File: config.mk
export PLATFORM = sky130hd
export DESIGN_NAME = fios_seq_collect
export DESIGN_NICKNAME = d
export VERILOG_FILES = /design/src/rtl/fios_seq_collect.sv
export SDC_FILE = /design/constraint.sdc
export NUM_CORES = 1
export LEC_CHECK = 0
export CAP_MARGIN = 25
export CELL_PAD_IN_SITES_DETAIL_PLACEMENT = 0
export CELL_PAD_IN_SITES_GLOBAL_PLACEMENT = 1
export CORE_ASPECT_RATIO = 0.9
export CORE_UTILIZATION = 44
export DETAILED_ROUTE_END_ITERATION = 8
export PLACE_DENSITY_LB_ADDON = 0.1
export REMOVE_ABC_BUFFERS = 1
export SKIP_CTS_REPAIR_TIMING = 1
export SLEW_MARGIN = 5
export SYNTH_ARGS = -nofsm -noshare
export SYNTH_HDL_FRONTEND = slang
export SYNTH_SLANG_ARGS = --single-unit
File: constraint.sdc
create_clock -name clock_i -period 5 [get_ports clock_i]
set_input_delay 0.5 -clock clock_i [delete_from_list [all_inputs] [get_ports clock_i]]
set_output_delay 0.5 -clock clock_i [all_outputs]
set_load 0.05 [all_outputs]
File: src/rtl/fios_seq_collect.sv
// rtl/fios_seq_collect.sv - FIOS multiplier command sequencer and tagged result collector
// Starts one multiplication per command and gathers the final-pass result words into a FWFT FIFO.
module fios_seq_collect #(
  parameter int WORD_W    = 17,
  parameter int s         = 8,
  parameter int PE_NB     = s,
  parameter int TAG_W     = 4,
  parameter int RES_DEPTH = 2*s,
  parameter int TIMEOUT   = 4096
) (
  input  logic              clock_i,
  input  logic              reset_i,
  input  logic              cmd_valid_i,
  input  logic [TAG_W-1:0]  cmd_tag_i,
  output logic              cmd_ready_o,
  output logic              core_start_o,
  input  logic              core_a_shift_i,
  input  logic              core_res_push_i,
  input  logic [WORD_W-1:0] core_res_i,
  input  logic              core_done_i,
  output logic              res_valid_o,
  input  logic              res_ready_i,
  output logic [WORD_W-1:0] res_data_o,
  output logic [TAG_W-1:0]  res_tag_o,
  output logic              res_last_o,
  output logic              busy_o,
  output logic [1:0]        err_o
);

  localparam int LAST_PASS = (PE_NB >= s) ? 0 : (s - 1) / PE_NB;
  localparam int PASS_W    = $clog2(LAST_PASS + 2);
  localparam int WCNT_W    = $clog2(s + 1) + 1;
  localparam int TMO_W     = $clog2(TIMEOUT);
  localparam int PTR_W     = $clog2(RES_DEPTH);
  localparam int CNT_W     = PTR_W + 1;
  localparam int ENT_W     = WORD_W + TAG_W + 1;

  localparam logic [PASS_W-1:0] LAST_PASS_V = PASS_W'(LAST_PASS);
  localparam logic [WCNT_W-1:0] WORDS_V     = WCNT_W'(s);
  localparam logic [WCNT_W-1:0] LAST_WORD_V = WCNT_W'(s - 1);
  localparam logic [TMO_W-1:0]  TMO_LAST_V  = TMO_W'(TIMEOUT - 1);
  localparam logic [CNT_W-1:0]  DEPTH_V     = CNT_W'(RES_DEPTH);
  localparam logic [CNT_W-1:0]  MIN_FREE_V  = CNT_W'(s);

  typedef enum logic [1:0] {IDLE, START, RUN, FLUSH} state_t;

  state_t              state_q;
  logic                start_q;
  logic [TAG_W-1:0]    tag_q;
  logic [PASS_W-1:0]   pass_q;
  logic [WCNT_W-1:0]   wcnt_q, wcnt_d;
  logic [TMO_W-1:0]    tmo_q;
  logic [1:0]          err_q;

  logic [ENT_W-1:0]    mem_q [RES_DEPTH];
  logic [PTR_W-1:0]    wr_ptr_q, rd_ptr_q;
  logic [CNT_W-1:0]    count_q, count_d;

  logic                word_push, fifo_full, wr_en, rd_en;
  logic [ENT_W-1:0]    head;

  // Only pushes on the final pass carry real result words; earlier passes are partial sums.
  assign word_push = (state_q == RUN) && core_res_push_i && (pass_q == LAST_PASS_V);
  assign fifo_full = (count_q == DEPTH_V);
  assign wr_en     = word_push && !fifo_full;
  assign rd_en     = res_valid_o && res_ready_i;
  assign wcnt_d    = wcnt_q + WCNT_W'(word_push);

  assign cmd_ready_o  = (state_q == IDLE) && ((DEPTH_V - count_q) >= MIN_FREE_V);
  assign core_start_o = start_q;
  assign busy_o       = (state_q != IDLE);
  assign err_o        = err_q;

  assign res_valid_o = (count_q != '0);
  assign head        = mem_q[rd_ptr_q];
  assign res_data_o  = res_valid_o ? head[WORD_W-1:0] : '0;
  assign res_tag_o   = res_valid_o ? head[WORD_W +: TAG_W] : '0;
  assign res_last_o  = res_valid_o && head[ENT_W-1];

  always_comb begin
    count_d = count_q;
    if (wr_en && !rd_en) begin
      count_d = count_q + CNT_W'(1);
    end else if (!wr_en && rd_en) begin
      count_d = count_q - CNT_W'(1);
    end
  end

  always_ff @(posedge clock_i) begin
    if (wr_en) begin
      mem_q[wr_ptr_q] <= {(wcnt_q == LAST_WORD_V), tag_q, core_res_i};
    end
  end

  always_ff @(posedge clock_i or posedge reset_i) begin
    if (reset_i) begin
      wr_ptr_q <= '0;
      rd_ptr_q <= '0;
      count_q  <= '0;
    end else begin
      if (wr_en) wr_ptr_q <= wr_ptr_q + PTR_W'(1);
      if (rd_en) rd_ptr_q <= rd_ptr_q + PTR_W'(1);
      count_q <= count_d;
    end
  end

  always_ff @(posedge clock_i or posedge reset_i) begin
    if (reset_i) begin
      state_q <= IDLE;
      start_q <= 1'b0;
      tag_q   <= '0;
      pass_q  <= '0;
      wcnt_q  <= '0;
      tmo_q   <= '0;
      err_q   <= '0;
    end else begin
      start_q <= 1'b0;
      case (state_q)
        IDLE: begin
          if (cmd_valid_i && cmd_ready_o) begin
            tag_q   <= cmd_tag_i;
            pass_q  <= '0;
            wcnt_q  <= '0;
            tmo_q   <= '0;
            start_q <= 1'b1;
            state_q <= START;
          end
        end
        START: state_q <= RUN;
        RUN: begin
          tmo_q <= tmo_q + TMO_W'(1);
          if (core_a_shift_i && (pass_q < LAST_PASS_V)) pass_q <= pass_q + PASS_W'(1);
          if (word_push && (wcnt_q != '1)) wcnt_q <= wcnt_d;
          if (word_push && fifo_full) err_q[1] <= 1'b1;
          // The done check uses the count including a push in the same cycle.
          if (tmo_q == TMO_LAST_V) begin
            err_q[0] <= 1'b1;
            state_q  <= FLUSH;
          end else if (core_done_i) begin
            if (wcnt_d != WORDS_V) err_q[1] <= 1'b1;
            state_q <= FLUSH;
          end
        end
        FLUSH:   state_q <= IDLE;
        default: state_q <= IDLE;
      endcase
    end
  end

endmodule
==> run metrics, run 1 <==
outcome=completed; Cell Rows=65; CTS H-tree lvls=2; DIE HEIGHT=181 um; prevailing post-synth register cell=edfxtp_1; dominant cell type by area after synthesis=edfxtp_1; Post-Route Skew=0.00874 ns; first-pass GRT wire length=50300 um; Ant. Diodes=0; gr usage total=0.186; Yosys cell types=57; top post-synthesis cells by area=edfxtp_1 (67%), mux4_2 (13%), dfrtp_1 (6.2%); cell depth of the worst flop-to-flop path=7; max-cap violation count=0; placed insts=1303; power per cell area=587 nW/um2; DP Worst Slack=1.26 ns; required time worst endpoint=4.50 ns; Async SR Flop Fraction=0.0997; clock latency on the worst-skew pair=0.53 ns; Seq/Total Area, Yosys=0.734; Port-buffer cells=54; WL met2=16500 um; Max Freq=252 MHz; Least-Margin Pin Slew=0.974 ns; die area=36500 um2; DR WL/cell=23.7 um; CP Capture Type=output pin; Synth top area share=0.672; Max Transition Viols Final=0; Top Metal Used=met5; Hold/Removal Path Class=input port to asynchronous set/reset pin; worst reg2reg path startpoint=state_q[0]; CTS Sinks=391; Final nets=924; CP startpoint=rd_ptr_q[0]; most common cell after layout, fill and taps aside=edfxtp_1; final worst slack=1.03 ns; Syn Inst Count=794; area of the mapped netlist=15700 um2; Synth Register Bits=391; final non-filler cell total=1379; Post-Route WL=32700 um; Worst R2R End=mem_q[2][21]; met3 WL post-DR=1530 um; leakage power=0.00610 uW; Synth Area per Inst=19.8 um2; number of synthesized flops with an enable pin=352; DRC viols=0; via count=7771; Synth Warn #=0; Final ANT Viol Nets=0; critical path class=flip-flop to output pin; TNS Setup=0 ns; Relative slew margins=0.351; largest net degree at the start of global routing=63; RD Place Congestion=0.761; Bufs on Longest Clock Path=3; Root Buffer=clkbuf_16; CTS Buf Count=42; layout cells sized above 1=0.232; VDD IR max=0.396 mV; most frequent cells in the layout=edfxtp_1 (352), mux4_2 (88), clkdlybuf4s50_1 (54); Starting Density=0.448; CP Max Fanout=30; Critical Path Source Type=flip-flop; vias in the first global route=8211; M1 WL=14100 um; Core Area=35100 um2; minimum clock period=3.97 ns; CTS clk-pin slew, worst paths=0.06 ns; Vias/cell=5.64; Final setup viols=0; Layout area overhead=16.4%; drt pass-1 iters=4; final hold viol count=0; Post-DP HPWL=18600 um; crit path DAT=3.47 ns; RSZ-0062 raised after global routing=no; grt ovf=0; initial antenna violation count=1; Die W=201 um; fin crit share=0.794; Starting DRT DRC Count=323; Reg2Reg Setup Slack=1.49 ns; # IOs=56; CTS tree=yes
-- kinds of logic (layout without fill, tap and decap cells) --
logic type / after synthesis / in the layout / synth area share
adder cells (fa/ha/maj): 17 / 17 / 0.0140
buffers and inverters: 60 / 176 / 0.0161
AO/OA/AOI/OAI: 83 / 83 / 0.0367
flip-flops: 391 / 391 / 0.734
multiplexers: 149 / 149 / 0.165
XOR/XNOR: 12 / 12 / 0.00668
AND/OR/NAND/NOR: 82 / 82 / 0.0268
-- layout make-up --
cell class / instances / area (um2)
flip-flops and latches: 391 / 11600
clock buffers: 53 / 1110
fillers: 2838 / 16800
repair buffers: 86 / 831
inverters: 15 / 56.3
well taps: 469 / 587
multi-input cells: 343 / 3980
clock inverters: 22 / 191
-- flip-flops by register name, indices dropped and copies added, names as in the netlist --
register and cells:
count_q 5, rd_ptr_q 4, core_start_o 1, tmo_q 12
wcnt_q 5, wr_ptr_q 4, mem_q 352, state_q 2
tag_q 4, err_o 2
-- cells in the mapped netlist (all sizes together), types with 3 or more instances --
library cell    n
buf            18
nor4            3
mux4           88
a211o           3
and2            4
inv            15
o21ai          14
a31oi           3
and3            3
nor3            6
dfrtp          39
o22ai          22
a22o            3
a211oi          3
edfxtp        352
ha             16
nand2          22
a21oi           8
nand4           6
nand3           6
nand2b          4
a22oi           3
mux2            8
nor2           17
o21bai          7
or3             3
clkbuf         27
mux2i          53
xnor2          10
-- report_power, final --
| part | total, uW | leakage, uW | internal (uW) | switching, uW |
|---|---|---|---|---|
| Combinational | 3540 | 0.00178 | 1540 | 1990 |
| Sequential | 4270 | 0.00369 | 3870 | 402 |
| Clock | 2930 | 0.000634 | 1730 | 1200 |
| Total | 10700 | 0.00610 | 7150 | 3600 |
-- worst max-delay path by stage --
stage                         end  slack [ns]  depth (start not counted)
finish              res_data_o[5]        1.03                          5
global route        res_data_o[5]        0.82                          5
CTS                 res_data_o[5]        0.90                          5
detailed placement    mem_q[2][2]        1.26                          6
global placement      mem_q[2][1]        1.32                          6
floorplan            res_tag_o[2]       -0.46                          3
-- through the flow --
stage / power [uW] / hold slack, ns / util / area [um2]
6_report: 10700 / 0.146 / 0.521 / 18300
5_1_grt: 11300 / 0.150 / 0.521 / 18300
4_1_cts: 10900 / 0.492 / 0.521 / 18300
3_5_place_dp: 7940 / 0.471 / 0.483 / 17000
3_3_place_gp: 7870 / 0.463 / 0.483 / 17000
2_1_floorplan: 6880 / 0.460 / - / 15500
-- worst max-delay path, stage by stage (launching register included) --
cell and delay, ns:
dfrtp_4 0.83, buf_4 0.42, mux4_2 0.54, mux2i_1 0.24, o22ai_1 0.15, clkdlybuf4s50_1 0.73
-- per-layer routing --
layer | track usage | up-vias
met4 | 0.0433 | 2
met3 | 0.0343 | 41
met5 | 0 | -
met1 | 0.248 | 4122
met2 | 0.316 | 156
li1 | - | 3450
No activity file was read; power rests on OpenSTA's default activity.
==> run 2, diff against run 1 <==
==> constraint.sdc (replaced) <==
create_clock -name clock_i -period 3.34 [get_ports clock_i]
set_input_delay 0.334 -clock clock_i [delete_from_list [all_inputs] [get_ports clock_i]]
set_output_delay 0.334 -clock clock_i [all_outputs]
set_load 0.05 [all_outputs]
==> run metrics, run 2 (synthesized netlist as in run 1, its figures left out) <==
most common cell after layout, fill and taps aside=edfxtp_1; drt pass-1 iters=5 (+1); RD Place Congestion=0.770 (+1.2%); TNS Setup=0 ns (unchanged); Final nets=935 (+1.2%); Final setup viols=0 (unchanged); first-pass GRT wire length=51100 um (+1.5%); DRC viols=0 (unchanged); DR WL/cell=24.3 um (+2.4%); initial antenna violation count=0 (-1); Final ANT Viol Nets=0 (unchanged); power per cell area=874 nW/um2 (+49%); Die W=201 um (unchanged); minimum clock period=3.06 ns; Cell Rows=65 (unchanged); CTS H-tree lvls=2 (unchanged); Post-DP HPWL=20100 um (+8.1%); CTS Buf Count=41 (-2.4%); Power Total=16000 uW (+49%); Layout area overhead=16.8%; largest reg by FF count=mem_q; Core Area=35100 um2 (unchanged); final hold viol count=0 (unchanged); Least-Margin Pin Slew=0.898 ns (-0.0767 ns); final non-filler cell total=1387 (+0.58%); RSZ-0062 raised after global routing=no; CP Max Fanout=22 (-27%); Post-Route Skew=0.00959 ns (+0.000855 ns); FF/Latch Area=11600 um2 (unchanged); via count=7801 (+0.39%); DP Worst Slack=0.344 ns (-0.916 ns); clock latency on the worst-skew pair=0.52 ns (about the same); CTS tree=yes; leakage power=0.00621 uW (+1.7%); CP Capture Type=output pin; Starting Density=0.448 (unchanged); required time worst endpoint=3.01 ns (-1.49 ns); Max Transition Viols Final=0 (unchanged); crit path DAT=2.72 ns (-0.75 ns); die area=36500 um2 (unchanged); Starting DRT DRC Count=471 (+46%); most frequent cells in the layout=edfxtp_1 (352), mux4_2 (88), buf_4 (59); outcome=completed; placed insts=1316 (+1.0%); multi-input combinational cell area=3980 um2 (unchanged); final worst slack=0.283 ns (-0.749 ns); Bufs on Longest Clock Path=3 (unchanged); vias in the first global route=8209 (-0.024%); Post-Route WL=33700 um (+3.0%); gr usage total=0.190 (+0.00430); layout cells sized above 1=0.263 (+0.0307); Max Freq=327 MHz; fin crit share=0.915; # IOs=56 (unchanged); Vias/cell=5.62 (-0.19%); CTS clk-pin slew, worst paths=0.06 ns (about the same); Critical Path Source Type=flip-flop; largest registers=mem_q (352), tmo_q (12); Root Buffer=clkbuf_16; DIE HEIGHT=181 um (unchanged); Layout Utilization=0.523 (+0.00146); CTS Sinks=391 (unchanged); grt ovf=0 (unchanged); Port-buffer cells=54 (unchanged); Largest register FFs=352 (unchanged); Hold/Removal Path Class=input port to asynchronous set/reset pin; Ant. Diodes=0 (unchanged); max-cap violation count=0 (unchanged); Fillers=2793 (-1.6%); largest net degree at the start of global routing=40 (-37%); Relative slew margins=0.401 (+0.0502); critical path class=flip-flop to output pin; VDD IR max=0.467 mV (+18%)
## run 2: routing by layer
metal	vias to the layer above	GRT usage	wire length [um]	part of all wire
li1	3453	-	-	-
met1	4109	0.245	14000	0.41
met2	190	0.335	17600	0.52
met3	49	0.0280	1470	0.044
met4	0	0.0512	659	0.020
met5	-	0	0	0
## run 2: worst paths after layout
check / endpoint / start / cells after the start / slack, ns
worst max-delay path: res_data_o[13] / count_q[0] / 6 / 0.28
worst min-delay path: count_q[2] / reset_i / 2 / 0.32
worst max register to register: count_q[4] / count_q[0] / 11 / 0.42
worst min register to register: state_q[0] / state_q[0] / 1 / 0.49
max in group asynchronous: rd_ptr_q[0] / reset_i / 2 / 2.34
min in group clock_i: tag_q[3] / cmd_tag_i[3] / 2 / 0.43
## run 2: critical path, stage by stage (launching register included)
cell	delay, ns
dfrtp_1	0.47
nor4_2	0.46
ha_1	0.27
or2_1	0.11
buf_4	0.39
o22ai_1	0.23
buf_4	0.25
## run 2: cell type report
type                    count  share of cell area
repair buffers             98              0.0493
flip-flops and latches    391               0.629
well taps                 469              0.0320
clock buffers              55              0.0610
multi-input cells         343               0.217
inverters                  15             0.00307
clock inverters            16             0.00879
## run 2: where the power goes
part / internal, uW / total (uW) / switching, uW
logic: 2280 / 5380 / 3100
registers: 5790 / 6320 / 528
clock network: 2580 / 4340 / 1770
total: 10700 / 16000 / 5400
## run 2: through the flow
stage | hold slack, ns | area [um2]
floorplan | 0.433 | 15500
global placement | 0.465 | 17100
global route | 0.396 | 18400
finish | 0.324 | 18400
detailed placement | 0.477 | 17100
CTS | 0.358 | 18400
